<file path="config.mk">
export PLATFORM = sky130hd
export DESIGN_NAME = qif_neuron_array
export DESIGN_NICKNAME = d
export VERILOG_FILES = /design/src/rtl/qif_neuron_array.sv
export SDC_FILE = /design/constraint.sdc
export NUM_CORES = 1
export LEC_CHECK = 0
export BUFFER_PORTS_ARGS = -buffer_cell sky130_fd_sc_hd__buf_2
export CAP_MARGIN = 20
export CORE_MARGIN = 10
export CORE_UTILIZATION = 39
export DETAILED_ROUTE_END_ITERATION = 12
export SLEW_MARGIN = 30
export SYNTH_ARGS = -nofsm -noshare
export SYNTH_HDL_FRONTEND = slang
export SYNTH_SLANG_ARGS = --single-unit
export TNS_END_PERCENT = 100
</file>
<file path="constraint.sdc">
create_clock -name clk -period 5.9 [get_ports clk]
set_input_delay 0.295 -clock clk [delete_from_list [all_inputs] [get_ports clk]]
set_output_delay 0.295 -clock clk [all_outputs]
set_load 0.01 [all_outputs]
</file>
<file path="src/rtl/qif_neuron_array.sv">
// Parallel array of quadratic integrate-and-fire neurons with saturating
// integration, absolute refractory hold and saturating spike counters.
module qif_neuron_array #(
  parameter int WIDTH    = 8,
  parameter int CHANNELS = 4,
  parameter int V_TH     = 50,
  parameter int V_RESET  = -20,
  parameter int IN_SHIFT = 2,
  parameter int SQ_SHIFT = 3,
  parameter int REFRAC   = 2,
  parameter int CNT_W    = 8
) (
  input  logic                        clk,
  input  logic                        rst_n,
  input  logic                        en,
  input  logic                        clr_cnt,
  input  logic [CHANNELS*WIDTH-1:0]   I_syn,
  output logic [CHANNELS*WIDTH-1:0]   V_mem,
  output logic [CHANNELS-1:0]         spike,
  output logic [CHANNELS*CNT_W-1:0]   spike_cnt
);

  localparam int RW = (REFRAC < 1) ? 1 : $clog2(REFRAC + 1);
  localparam int SW = 2 * WIDTH + 2;

  localparam logic signed [WIDTH-1:0] VTH = WIDTH'(V_TH);
  localparam logic signed [WIDTH-1:0] VRS = WIDTH'(V_RESET);
  localparam logic [RW-1:0]           RLD = RW'(REFRAC);

  localparam logic signed [WIDTH-1:0] VMAX =
    {1'b0, {(WIDTH-1){1'b1}}};
  localparam logic signed [WIDTH-1:0] VMIN =
    {1'b1, {(WIDTH-1){1'b0}}};

  genvar k;
  for (k = 0; k < CHANNELS; k++) begin : g_ch
    logic signed [WIDTH-1:0]   v;
    logic signed [WIDTH-1:0]   i_in;
    logic signed [WIDTH-1:0]   i_sh;
    logic signed [WIDTH-1:0]   v_sh;
    logic signed [2*WIDTH-1:0] sq;
    logic signed [SW-1:0]      sum;
    logic signed [WIDTH-1:0]   v_nxt;
    logic [SW-WIDTH:0]         top;
    logic                      ovf;
    logic                      fire;
    logic [RW-1:0]             r;
    logic [CNT_W-1:0]          cnt;
    logic                      s;

    assign i_in = I_syn[k*WIDTH +: WIDTH];
    assign i_sh = i_in >>> IN_SHIFT;
    assign v_sh = v >>> SQ_SHIFT;
    assign sq   = v_sh * v_sh;

    // Wide sum cannot overflow; clamp back to WIDTH afterwards.
    assign sum = {{(SW-WIDTH){v[WIDTH-1]}}, v}
               + {{(SW-WIDTH){i_sh[WIDTH-1]}}, i_sh}
               + {{2{sq[2*WIDTH-1]}}, sq};

    assign top  = sum[SW-1:WIDTH-1];
    assign ovf  = (|top) && !(&top);
    assign fire = (v >= VTH);

    always_comb begin
      v_nxt = sum[WIDTH-1:0];
      if (ovf) v_nxt = sum[SW-1] ? VMIN : VMAX;
    end

    always_ff @(posedge clk) begin
      if (rst_n) begin
        v   <= '0;
        r   <= '0;
        s   <= 1'b0;
        cnt <= '0;
      end else begin
        s <= 1'b0;
        if (en) begin
          if (r != '0) begin
            v <= VRS;
            r <= r - RW'(1);
          end else if (fire) begin
            v <= VRS;
            s <= 1'b1;
            r <= RLD;
            if (cnt != '1) cnt <= cnt + CNT_W'(1);
          end else begin
            v <= v_nxt;
          end
        end
        if (clr_cnt) cnt <= '0;
      end
    end

    assign V_mem[k*WIDTH +: WIDTH]     = v;
    assign spike[k]                    = s;
    assign spike_cnt[k*CNT_W +: CNT_W] = cnt;
  end

endmodule

</file>
; Yosys cells after proc, flatten, opt, wreduce, memory -nomap -nowiden
; Index checks and enable logic that the tools add are counted.
[totals]
in_bits = 36
out_inout_bits = 68
regBits = 76
[classes]
addsub = 16
magnitude_cmp = 4
n_mux = 28
n_reduce_logical = 37
bitwise_logic = 5
eq_ne = 4
mul = 4
[op_table]
columns = operator, count
row1 = 2-to-1 mux 8 bit, 16
row2 = adder 9 x 10 -> 11 bit, 4
row3 = AND reduction 11 bit, 4
row4 = OR reduction 11 bit, 4
row5 = multiplier 5 x 5 -> 10 bit, 4
row6 = adder 8 x 6 -> 9 bit, 4
row7 = "adder 8 x 1 -> 8 bit, second input constant", 4
row8 = "greater-or-equal comparator 8 x 7 -> 1 bit, second input constant", 4
row9 = "inequality test 8 bit, second input constant", 4
row10 = 2-to-1 mux 2 bit, 8
row11 = AND reduction 4 bit, 4
row12 = nonzero test 2 bit, 8
row13 = OR reduction 3 bit, 4
row14 = AND reduction 2 bit, 4
row15 = "subtractor 2 x 1 -> 2 bit, second input constant", 4
row16 = NOT 1 bit, 5
row17 = logical AND 1 bit, 4
row18 = logical NOT 1 bit, 4
row19 = 2-to-1 mux 1 bit, 4
row20 = OR reduction 2 bit, 1

; Logic depth before layout (Yosys ltp)
[logic_depth]
word_depth = 8
depth_mapped = 19
depth_no_buf = 19

; Worst setup path after synthesis
; Ideal clock, no wire load.
[synth_timing]
kind = flip-flop to flip-flop
from = register g_ch[1].v[7]
to = register g_ch[1].v[3]
t_required_ns = 5.797
stages_incl_launch_ff = 17
t_arrival_ns = 5.004
n_path_buf = 0
setup_slack_ns = 0.793
synth_period_minus_slack_ns = 5.107
path_cell_list = dfxtp_1 > inv_1 > nor2_1 > fa_1 > inv_1 > fa_1 > fa_1 > inv_1 > fa_1 > ha_1 > a21oi_2 > o221ai_1 > a311o_1 > or4_4 > mux2i_2 > nor3_2 > a2111oi_2
[synth_via]
elab_chain_cells = 8
[synth_rtl]
columns = item, line_no
row1 = start: declaration, 37  ; logic signed [WIDTH-1:0] v;
row2 = start signal: assignment, 88  ; v <= v_nxt;
row3 = multiplier 5 x 5 -> 10 bit / adder 8 x 6 -> 9 bit (equally long branches), "54, 58"
row4 = adder 9 x 10 -> 11 bit, 59  ; + {{2{sq[2*WIDTH-1]}}, sq};
row5 = AND reduction 11 bit, 62  ; assign ovf = (|top) && !(&top);
row6 = logical NOT 1 bit, 62
row7 = logical AND 1 bit, 62
row8 = 2-to-1 mux 8 bit, 67  ; if (ovf) v_nxt = sum[SW-1] ? VMIN : VMAX;
row9 = 2-to-1 mux 8 bit *, 82  ; end else if (fire) begin
row10 = 2-to-1 mux 8 bit *, 79  ; if (r != '0) begin
; Every way passes the cells marked *; elsewhere a longest branch is shown, timed or not.
; A chain may end at the register's enable or synchronous reset.

; Worst setup path in the final report
[layout_timing]
from = register g_ch[1].v[7]
to = register g_ch[1].v[6]
; Same word-level chain as after synthesis.

==> run metrics <==
outcome complete, no violations; Detail Route Antenna Nets 0; Starting Density between 30% and 40%; area used by multi-input combinational logic 6680 um^2; Critical path buffers and inverters 5; warnings from Yosys 0; Overflow after GRT 0; Final nets around 1,400; Hold Path Stages 4; delay-heaviest family, CP adder cells; RSZ-0062 raised after global routing no; hold buffers post-CTS 0; hold endpoint g_ch[0].v[0]; Startpoint Class flop; Tmin final 5340 ps; IO Port Bufs 95; Storage cell area approximately 1500 um^2; Setup WS pre-CTS 523 ps; critical-path cell list inv_1 > nor2_1 > fa_1 > inv_1 > fa_1 > inv_1 > fa_1 > inv_1 > fa_1 > inv_1 > ha_1 > a21oi_2 > o221ai_1 > a311o_1 > or4_4 > mux2i_2 > nor3_2 > a2111oi_2; Remaining DRCs 0; DP HPWL 15,900 um; Setup crit end kind flop; 1st-iter DRT viols about 250; Skew-Pair Late Insertion Delay between 300 and 400 ps; Mapped Nets ~1,300; reg2reg path depth 18; first-pass GRT wire length 32,700 um; relative slew slack 42.7%; Routed WL ~19,000 um; Mapped Area 9010 um^2; CTS tree built; Avg Synthesized Cell Area 9.12 um^2; fill count 2,258; GR Util All Layers 13.3%; cts bufs inserted 9; CTS H-tree depth 3; CP Data Required Time 6130 ps; Die H 172 um; CTS root buf clkbuf_16; critical path class flop to flop; drt wl/cell 13.7 um; CP arrival 5570 ps; largest net degree at the start of global routing 33; vias in the first global route between 6,000 and 7,000; worst-path fanout max 7; Reg clk slew, reported paths approximately 60 ps; Clock Sink Count 76; Max-Cap Viols 0; RePlAce Congestion slightly below 0.8; R2R Setup Slk 560 ps; Syn-to-layout area delta 12.7%; DIE AREA 29,600 um^2; initial antenna violation count 0; Crit Reg-Reg Startpoint g_ch[1].v[7]; Final WS setup 561 ps; slowest stage delay, CP approximately 600 ps; post-CTS setup buffer count 0; critical path depth in cells 18; Seq/Total Area, Yosys between 10% and 20%; post-DR vias/cell 4.96; ys flop type dfxtp_1; ratio of cells with drive above 1 in the final layout 13.5%; class of the worst hold path primary input to flop; Horiz. Die Dim 172 um; CORE AREA 22,700 um^2; # diodes 0; Final setup viols 0; Max Freq 187 MHz; Slew Limit Fails 0; num rows between 50 and 60; CTS-repair resized insts 0; HP Start I_syn[2]; r2r endpoint g_ch[1].v[6]; cell mode on critical path inv_1; detailed-route via count about 7,000; period utilisation layout 90.5%; actual slew at the worst max-slew pin 853 ps; 1st-pass router iterations 6; Syn Inst Count between 900 and 1,000; I/O pin count 104; Setup TNS 0 ps; Final Hold Violating Endpoints 0; ys async rst share 0%; Post-synth EDFFs 0; CTS max path bufs 2; Netlist cell types 68; Worst Skew 11.3 ps; slowest CP cell fa_1; synthesis-stage register bit count 76
## Yosys cell counts, types with 3 or more instances
library cell,number,share of area (%)
inv_1,189,7.9
ha_1,127,18
fa_1,101,22
nor2_1,82,3.4
dfxtp_1,76,17
nand2_1,57,2.4
xnor2_1,51,5.0
a21oi_1,40,2.2
xor2_1,32,3.1
and2_1,19,1.3
a21o_1,17,1.4
o21ai_0,17,0.94
a211oi_1,13,1.1
nand3_1,13,0.72
nand4_1,13,0.90
clkbuf_1,10,0.42
nor2b_1,10,0.69
a31oi_1,8,0.56
nor3_1,8,0.44
o221a_2,8,1.0
a221oi_1,6,0.58
mux2i_1,5,0.56
a221o_1,4,0.44
and3_1,4,0.28
buf_4,4,0.33
nand2b_1,4,0.28
o21a_1,4,0.33
or3_1,4,0.28
a211o_1,3,0.29
a311oi_1,3,0.29
o211ai_1,3,0.25
or2_2,3,0.21
## area by class of cell
cell class / count / area share [%]
Tap cell: 285 / 3.51
Timing Repair Buffer: 106 / 5.49
Sequential cell: 76 / 15.0
Multi-Input combinational cell: 706 / 65.7
Inverter: 189 / 6.98
Clock buffer: 10 / 2.25
Clock inverter: 6 / 1.10
## layer usage
| metal | GRT usage [%] | wire (um) |
|---|---|---|
| met1 | 17.6 | 9010 |
| met2 | 21.7 | 8750 |
| met3 | 3.53 | 1010 |
| met4 | 1.87 | 126 |
| met5 | 0 | 0 |
## cells by family (layout without fill, tap and decap cells)
logic type | after synthesis | count (layout) | share of synthesized area (%)
AO/OA/AOI/OAI | 158 | 158 | 12.9
XOR/XNOR | 83 | 83 | 8.06
adder cells (fa/ha/maj) | 228 | 228 | 40.1
buffers and inverters | 207 | 311 | 9.08
flip-flops | 76 | 76 | 16.9
multiplexers | 6 | 6 | 0.708
AND/OR/NAND/NOR | 231 | 231 | 12.3
## worst max path at each step
stage                 start           end  slack [ps]
2_1_floorplan  g_ch[1].v[7]  g_ch[1].v[3]         790
6_report       g_ch[1].v[7]  g_ch[1].v[6]         560
3_5_place_dp   g_ch[1].v[7]  g_ch[1].v[6]         520
4_1_cts        g_ch[1].v[7]  g_ch[1].v[6]         510
5_1_grt        g_ch[1].v[7]  g_ch[1].v[6]         190
3_3_place_gp   g_ch[1].v[7]  g_ch[1].v[3]         580
## worst min-delay path, cell delays in order
cell and delay [ps]:
buf_2 80, ha_1 120, ha_1 120, a221o_1 130
## cell usage in the layout, fill, tap and decap left out, types with 6 or more instances in the layout
cell       Yosys  routed
xnor2_1       51      51
xor2_1        32      32
nor3_1         8       8
nor2b_1       10      10
nand3_1       13      13
a221oi_1       6       6
o221a_2        8       8
a211oi_1      13      13
nand2_1       57      57
ha_1         127     127
a31oi_1        8       8
nor2_1        82      82
a21o_1        17      17
a21oi_1       40      40
dfxtp_1       76      76
nand4_1       13      13
inv_1        189     189
clkbuf_16      0       9
fa_1         101     101
buf_2          1      95
o21ai_0       17      17
and2_1        19      19
buf_4          4      11
## per-stage QoR
stage	utilization [%]	hold slack, ps	cell area [um^2]	std cells
2_1_floorplan	-	494	9010	989
3_3_place_gp	43.2	492	9820	1362
3_5_place_dp	43.2	496	9820	1362
4_1_cts	44.7	438	10200	1378
5_1_grt	44.7	447	10200	1378
6_report	44.7	450	10200	1378
## flip-flops by register name, summed over array words and instances, names as in the netlist
name and flops:
g_ch.s 4, g_ch.r 8, g_ch.v 32, g_ch.cnt 32
Power is left out: the tool's default activity adds up to more than one toggle a clock period on the data nets, which glitch-free logic cannot reach.
